==> src/rtl/rv32_pkg.sv <==
// Shared types for the RV32 memory arbiter: FSM state encoding and the
// captured request payload.
package rv32_pkg;

    // Payload address is stored at a fixed maximum width; ports narrow it.
    localparam int unsigned REQ_ADDR_MAX_W = 64;

    typedef enum logic [1:0] {
        ST_IDLE   = 2'd0,
        ST_BUSY_I = 2'd1,
        ST_BUSY_D = 2'd2
    } arb_state_e;

    typedef struct packed {
        logic                      wr;
        logic [3:0]                be;
        logic [REQ_ADDR_MAX_W-1:0] addr;
        logic [31:0]               wdata;
    } mem_req_t;

endpackage

==> src/rtl/rv32_mod_req_slot.sv <==
// One-deep pending slot for a single requester. Publishes its next-cycle
// contents so the arbiter can issue a request on the same edge it lands.
module rv32_mod_req_slot
    import rv32_pkg::*;
(
    input  logic     clk,
    input  logic     reset,
    input  logic     req,
    input  mem_req_t req_in,
    input  logic     free,
    output logic     valid_nxt,
    output mem_req_t data_nxt,
    output logic     drop
);

    logic     valid_q, valid_d;
    mem_req_t data_q, data_d;
    logic     keep;

    // A slot being freed this edge is treated as empty, so a new req lands.
    always_comb begin
        keep    = valid_q & ~free;
        drop    = req & keep;
        valid_d = keep | req;
        data_d  = (req & ~keep) ? req_in : data_q;
    end

    always_ff @(posedge clk) begin
        if (reset) begin
            valid_q <= 1'b0;
            data_q  <= '0;
        end else begin
            valid_q <= valid_d;
            data_q  <= data_d;
        end
    end

    assign valid_nxt = valid_d;
    assign data_nxt  = data_d;

endmodule

==> src/rtl/rv32_mod_mem_arbiter.sv <==
// Two-requester (instruction/data) arbiter onto one external memory master.
// Grant policy when both pending: data first, or round robin with RV32_ARB_ROUND_ROBIN_EN.
module rv32_mod_mem_arbiter
    import rv32_pkg::*;
#(
    parameter int unsigned ADDR_W = 32
) (
    input  logic              clk,
    input  logic              reset,

    input  logic              i_req,
    input  logic              i_wr,
    input  logic [3:0]        i_be,
    input  logic [ADDR_W-1:0] i_addr,
    input  logic [31:0]       i_do,
    output logic [31:0]       i_di,
    output logic              i_ack,
    output logic              i_err,

    input  logic              d_req,
    input  logic              d_wr,
    input  logic [3:0]        d_be,
    input  logic [ADDR_W-1:0] d_addr,
    input  logic [31:0]       d_do,
    output logic [31:0]       d_di,
    output logic              d_ack,
    output logic              d_err,

    output logic              dext_req,
    output logic              dext_wr,
    output logic [3:0]        dext_be,
    output logic [ADDR_W-1:0] dext_addr,
    output logic [31:0]       dext_do,
    input  logic [31:0]       dext_di,
    input  logic              dext_ack,
    input  logic              dext_err,

    output logic              owner_d,
    output logic              overrun,
    output logic [1:0]        dbg_state
);

    mem_req_t i_in, d_in, i_nxt, d_nxt, sel;
    logic     i_valid_nxt, d_valid_nxt, i_drop, d_drop, i_free, d_free;
    logic     done, issue, grant_data;

    arb_state_e        state_q, state_d;
    logic              dext_req_q, dext_req_d;
    logic              dext_wr_q, dext_wr_d;
    logic [3:0]        dext_be_q, dext_be_d;
    logic [ADDR_W-1:0] dext_addr_q, dext_addr_d;
    logic [31:0]       dext_do_q, dext_do_d;
    logic              overrun_q, overrun_d;

    assign i_in = '{wr: i_wr, be: i_be, addr: REQ_ADDR_MAX_W'(i_addr), wdata: i_do};
    assign d_in = '{wr: d_wr, be: d_be, addr: REQ_ADDR_MAX_W'(d_addr), wdata: d_do};

    rv32_mod_req_slot u_slot_i (
        .clk       (clk),
        .reset     (reset),
        .req       (i_req),
        .req_in    (i_in),
        .free      (i_free),
        .valid_nxt (i_valid_nxt),
        .data_nxt  (i_nxt),
        .drop      (i_drop)
    );

    rv32_mod_req_slot u_slot_d (
        .clk       (clk),
        .reset     (reset),
        .req       (d_req),
        .req_in    (d_in),
        .free      (d_free),
        .valid_nxt (d_valid_nxt),
        .data_nxt  (d_nxt),
        .drop      (d_drop)
    );

    assign done   = dext_ack | dext_err;
    assign i_free = (state_q == ST_BUSY_I) & done;
    assign d_free = (state_q == ST_BUSY_D) & done;
    // Issue from IDLE or back-to-back on the completing edge.
    assign issue  = ((state_q == ST_IDLE) | i_free | d_free) & (i_valid_nxt | d_valid_nxt);

`ifdef RV32_ARB_ROUND_ROBIN_EN
    logic last_data_q, last_data_d;

    assign grant_data = d_valid_nxt & (~i_valid_nxt | ~last_data_q);

    always_comb begin
        last_data_d = last_data_q;
        if (issue) last_data_d = grant_data;
    end

    always_ff @(posedge clk) begin
        if (reset) last_data_q <= 1'b0;
        else       last_data_q <= last_data_d;
    end
`else
    assign grant_data = d_valid_nxt;
`endif

    always_comb begin
        sel         = grant_data ? d_nxt : i_nxt;
        state_d     = state_q;
        dext_req_d  = 1'b0;
        dext_wr_d   = dext_wr_q;
        dext_be_d   = dext_be_q;
        dext_addr_d = dext_addr_q;
        dext_do_d   = dext_do_q;
        overrun_d   = i_drop | d_drop;
        if (issue) begin
            state_d     = grant_data ? ST_BUSY_D : ST_BUSY_I;
            dext_req_d  = 1'b1;
            dext_wr_d   = sel.wr;
            dext_be_d   = sel.be;
            dext_addr_d = ADDR_W'(sel.addr);
            dext_do_d   = sel.wdata;
        end else if (i_free | d_free) begin
            state_d = ST_IDLE;
        end
    end

    always_ff @(posedge clk) begin
        if (reset) begin
            state_q     <= ST_IDLE;
            dext_req_q  <= 1'b0;
            dext_wr_q   <= 1'b0;
            dext_be_q   <= 4'd0;
            dext_addr_q <= '0;
            dext_do_q   <= 32'd0;
            overrun_q   <= 1'b0;
        end else begin
            state_q     <= state_d;
            dext_req_q  <= dext_req_d;
            dext_wr_q   <= dext_wr_d;
            dext_be_q   <= dext_be_d;
            dext_addr_q <= dext_addr_d;
            dext_do_q   <= dext_do_d;
            overrun_q   <= overrun_d;
        end
    end

    // Response routing is combinational; an error always wins over ack.
    always_comb begin
        i_ack = 1'b0;
        i_err = 1'b0;
        i_di  = 32'd0;
        d_ack = 1'b0;
        d_err = 1'b0;
        d_di  = 32'd0;
        if (!reset) begin
            case (state_q)
                ST_BUSY_I: begin
                    i_ack = dext_ack & ~dext_err;
                    i_err = dext_err;
                    i_di  = dext_di;
                end
                ST_BUSY_D: begin
                    d_ack = dext_ack & ~dext_err;
                    d_err = dext_err;
                    d_di  = dext_di;
                end
                default: ;
            endcase
        end
    end

    assign dext_req  = dext_req_q;
    assign dext_wr   = dext_wr_q;
    assign dext_be   = dext_be_q;
    assign dext_addr = dext_addr_q;
    assign dext_do   = dext_do_q;
    assign overrun   = overrun_q;
    assign owner_d   = (state_q == ST_BUSY_D);
    assign dbg_state = state_q;

endmodule

==> config.mk <==
export PLATFORM = sky130hd
export DESIGN_NAME = rv32_mod_mem_arbiter
export DESIGN_NICKNAME = d
export VERILOG_FILES = /design/src/rtl/rv32_pkg.sv /design/src/rtl/rv32_mod_req_slot.sv /design/src/rtl/rv32_mod_mem_arbiter.sv
export SDC_FILE = /design/constraint.sdc
export NUM_CORES = 1
export LEC_CHECK = 0
export ABC_AREA = 1
export ABC_CLOCK_PERIOD_IN_PS = 3600
export BUFFER_PORTS_ARGS = -buffer_cell sky130_fd_sc_hd__buf_2
export CAP_MARGIN = 0
export CORE_UTILIZATION = 44
export DETAILED_ROUTE_END_ITERATION = 12
export PLACE_DENSITY_LB_ADDON = 0.2
export SLEW_MARGIN = 10
export SYNTH_ARGS = -nofsm -noshare
export SYNTH_HDL_FRONTEND = slang
export SYNTH_SLANG_ARGS = --single-unit
export TNS_END_PERCENT = 10
==> constraint.sdc <==
create_clock -name clk -period 3.6 [get_ports clk]
set_clock_uncertainty 0.15 [all_clocks]
set_input_delay 0.36 -clock clk [delete_from_list [all_inputs] [get_ports clk]]
set_output_delay 0.36 -clock clk [all_outputs]
set_load 0.01 [all_outputs]
After elaboration in Yosys (flattened, before gate mapping)
Index checks and enable logic that the tools add are counted.
- register bits after elaboration: 277
- latch bits: 0
- memory bits (writable): 0
- bits in read-only memories: 0
- output and inout bits: 142
- logic and storage cells: 63
- memories: 0
- $add $sub $neg: 0
- $mul: 0
- div/mod/pow operators: 0
- $lt $le $gt $ge: 0
- equality and inequality tests: 2
- shifts and indexed selects: 0
- mux-type cells: 19
- bitwise operators: 23
- reduce and logical (&&, ||, !) cells: 2
- operator list (operator ; count):
    $mux 101 ; 3
    $mux 32 ; 4
    $and 1x1->1 ; 10
    $mux 1 ; 9
    $or 1x1->1 ; 8
    $mux 2 ; 3
    $not 1->1 ; 5
    $eq 2x1->1 const B ; 1
    $eq 2x2->1 const B ; 1
    $logic_not 2->1 ; 1
    $reduce_bool 2->1 ; 1

Logic depth before layout (Yosys ltp)
- depth in word-level cells: 8
- mapped depth: 12

Modules after synthesis
Synthesis repeated with hierarchy kept, for this count alone.
- cell total of the unflattened synthesis: 2737
- area total of the unflattened synthesis: 15353.5 um^2
- by module, submodules not included (module ; times used ; cells an instance ; area an instance (um^2)):
    rv32_mod_req_slot ; 2 ; 860 ; 5051.1
    rv32_mod_mem_arbiter ; 1 ; 1017 ; 5251.3

Worst setup path before layout
OpenSTA, ideal clock, no wires.
- kind: input to output
- start: input port reset
- end: output port d_di[10]
- data arrival time: 1.276 ns
- required time: 3.090 ns
- slack: 1.814 ns
- stages: 5
- buffers on the path: 2
- path through: clkbuf_1 inv_1 nand2_1 clkbuf_1 nor2_1
- word-level cells in the longest chain between the ends: 1
- RTL lines (item ; RTL line ; source):
    start, declared ; rv32_mod_mem_arbiter.sv:9 ; input logic reset,
    $mux 32 ; rv32_mod_mem_arbiter.sv:153 ; if (!reset) begin
    end, declared ; rv32_mod_mem_arbiter.sv:25 ; output logic [31:0] d_di,
Every way passes these cells.

Worst setup path in the final report
- start: register state_q[1] (netlist: dbg_state[1])
- end: output port d_di[20]
- word-level cells in the longest chain between the ends: 3
- RTL lines (item ; RTL line ; source):
    start, declared ; rv32_mod_mem_arbiter.sv:47 ; arb_state_e state_q, state_d;
    start signal, assigned ; rv32_mod_mem_arbiter.sv:135 ; state_q <= state_d;
    $eq 2x2->1 ; rv32_mod_mem_arbiter.sv:154 ; case (state_q)
    $mux 32 ; rv32_mod_mem_arbiter.sv:154 ;
    $mux 32 ; rv32_mod_mem_arbiter.sv:153 ;
Every way passes these cells.

==> key figures <==
Run status
  • Status: completed

Routing
  • WL final: just under 30000 um
  • DR vias: a little under 10000
  • Final ANT Viol Nets: 0
  • DRC: 0
  • Detailed Routing Iterations Pass 1: 5
  • DR WL/cell: between 10 and 15 um
  • Via/cell ratio: slightly below 5
  • Initial DRC count: around 680

Layout
  • Multi-input gate area: slightly below 4000 um2
  • Share of layout cells above drive strength 1: between 20 and 25%
  • Non-Filler Instances: roughly 2000
  • Layout area overhead: 29.6%
  • Final instance area: 12200 um2
  • Reg area: 4260 um2
  • Fin nets: 1874
  • Layout fillers: about 2100

GRT
  • Grt ovf: 0
  • Pin count of the biggest net entering global routing: 143
  • First-pass GRT wire length: ~45000 um
  • GRT Util Overall: between 20% and 30%
  • Initial antenna violation count: 4
  • Vias in the first global route: 8547

Clock network
  • Clock sink total: 213
  • # hold bufs at CTS: 31
  • CTS Buf Count: 24
  • Clk root buf: clkbuf_16
  • Clk slew on worst S/H paths: 0.06 ns
  • # H-tree levels: 1
  • Clk_lat worst skew: between 0.5 and 0.6 ns
  • Cts repair resizes: 0
  • Post-CTS setup buffers: 0
  • CTS tree: yes
  • Worst-case clock buffer depth: 3

Worst hold path
  • Hold depth: 3
  • Hold path endpoint: u_slot_i.data_q[42]$_SDFF_PP0_
  • Hold Path Class: in -> reg
  • Worst hold start: i_addr[10]

Yosys
  • Sequential share of the synthesized area: between 40% and 50%
  • Net Count, Synth: about 1600
  • Synth Instances: 1404
  • Synth Register Bits: about 210
  • Yosys warns: 0
  • Mean Syn Cell Area: between 6 and 7 um2
  • Synthesized cell area: 9410 um2
  • Post-synthesis cell type count: 20

Die
  • Die W: between 100 and 150 um
  • Core area: ~21000 um2
  • Ports: approximately 320
  • Die area: 22000 um2
  • Starting Density: around 45%
  • Rows: 53
  • Die height: 148 um

Setup path
  • Crit Path Class: reg -> out
  • R2R Setup Slk: between 1 and 1.5 ns
  • Worst reg2reg path endpoint: dext_do[18]$_SDFFE_PP0P_
  • Crit path arrival time: around 2.3 ns
  • WP data required: 3.09 ns
  • R2R depth: 9
  • Critical Path Start Type: register
  • Worst r2r src: dbg_state[0]$_SDFFE_PP0P_
  • Worst setup EP type: output port
  • CP max FO: 34

Pwr
  • Worst vdd ir: between 0.0003 and 0.0004 V
  • PwrDens: ~500 nW/um2
  • LEAKAGE: around 6.6 nW

Placed design
  • Dpl cell area: between 10000 and 15000 um2
  • Final HPWL from detailed placement: around 20000 um
  • Placed cell count: 1916
  • Buffers on Ports: 317
  • Final weighted congestion of routability-driven global placement: 0.856

STA
  • Final setup viols: 0
  • Period Utilization, post-route: 77.5%
  • Post-route minimum period: 2.79 ns
  • Slew @ Worst Pin: about 1.0 ns
  • Slew margin rel.: 30.2%
  • Final hold violation count: 0
  • Fin. max-slew vios: 0
  • Setup TNS: 0 ns
  • RSZ-0062 raised after global routing: false
  • Highest Clock Rate: around 360 MHz

Job
  • Max Cap Violations: 0
critical path, stage by stage (launching register included):
cell,delay [ns]
dfxtp_1,0.44
inv_2,0.09
nor2_4,0.15
nand2_1,0.60
nor2_1,0.31
buf_2,0.17
cell usage after synthesis (all sizes together):
library cell	instances	area share, %
clkbuf	52	2.1
nand2	315	13
dfxtp	213	45
inv	220	8.8
nand3	265	14
nor2	152	6.3
o22ai	1	0.067
a21oi	66	3.6
buf	43	2.7
o21ai	77	4.1
metal layers:
layer	global-route usage [%]	routed length, um	vias up
met5	0	0	-
li1	-	-	4947
met1	34.0	12800	4342
met2	41.2	13400	373
met3	3.96	1950	61
met4	11.8	1060	0
placed cells by master, fill, tap and decap left out:
cell type        n
buf_12           3
diode_2          4
nand2_2          5
nor2_4           3
nand3_1        264
clkinvlp_4       1
nand2_4          4
dfxtp_1        213
a21oi_2          1
clkbuf_16       25
nand2_1        306
nor2_1         149
inv_1          215
inv_2            4
clkbuf_8         6
buf_2          316
o22ai_1          1
buf_4           13
a21oi_1         65
clkbuf_1         5
dlygate4sd3_1   31
o21ai_1         38
inv_4            1
o21ai_0         39
nand3_2          1
bufinv_16        2
inv_6            1
clkinv_2         4
registers in the layout, summed over array words and instances, names as in the netlist:
signal / flops
u_slot_i.data_q: 69
dext_be: 4
u_slot_d.valid_q: 1
overrun: 1
dext_addr: 32
u_slot_d.data_q: 69
dext_req: 1
dext_wr: 1
dbg_state: 2
dext_do: 32
u_slot_i.valid_q: 1
logic make-up (layout without fill, tap and decap cells):
kind of cell | after synthesis | in the layout | synth area share [%]
compound gates | 144 | 144 | 7.71
buf+inv | 315 | 627 | 13.5
flops | 213 | 213 | 45.3
other cells | 0 | 4 | 0
simple gates | 732 | 732 | 33.4
area by class of cell:
class                   instances  share of cell area, %
flip-flops and latches        213                   35.0
multi-input cells             876                   31.8
repair buffers                363                   16.8
inverters                     220                   6.79
clock buffers                  36                   5.96
well taps                     275                   2.82
clock inverters                 8                  0.790
diodes                          4                 0.0821
stage by stage:
| step | hold WS (ns) | total power [W] | setup slack [ns] | util, % |
|---|---|---|---|---|
| global route | 0.00916 | 0.00653 | 0.674 | 58.0 |
| detailed placement | 0.311 | 0.00376 | 0.951 | 52.6 |
| CTS | 0.00138 | 0.00630 | 0.741 | 58.0 |
| floorplan | 0.296 | 0.00336 | 1.81 | - |
| finish | 0.0207 | 0.00625 | 0.809 | 58.0 |
| global placement | 0.306 | 0.00375 | 1.02 | 52.6 |
how the worst max path moves through the flow:
| stage | to | startpoint | slack (ns) |
|---|---|---|---|
| after detailed placement | dext_do[30]$_SDFFE_PP0P_ | dext_err | 0.95 |
| after global routing | d_di[20] | dbg_state[1]$_SDFFE_PP0P_ | 0.67 |
| after CTS | d_di[20] | dbg_state[1]$_SDFFE_PP0P_ | 0.74 |
| after floorplan | d_di[10] | reset | 1.81 |
| final | d_di[20] | dbg_state[1]$_SDFFE_PP0P_ | 0.81 |
| after global placement | dext_do[18]$_SDFFE_PP0P_ | dext_err | 1.02 |
power by group:
part / total (W) / switching (W) / internal, W
clock network: 0.00250 / 0.000967 / 0.00154
registers: 0.00262 / 0.0000819 / 0.00254
logic: 0.00112 / 0.000736 / 0.000388
total: 0.00625 / 0.00178 / 0.00446
Power figures use the tool's default switching activity.
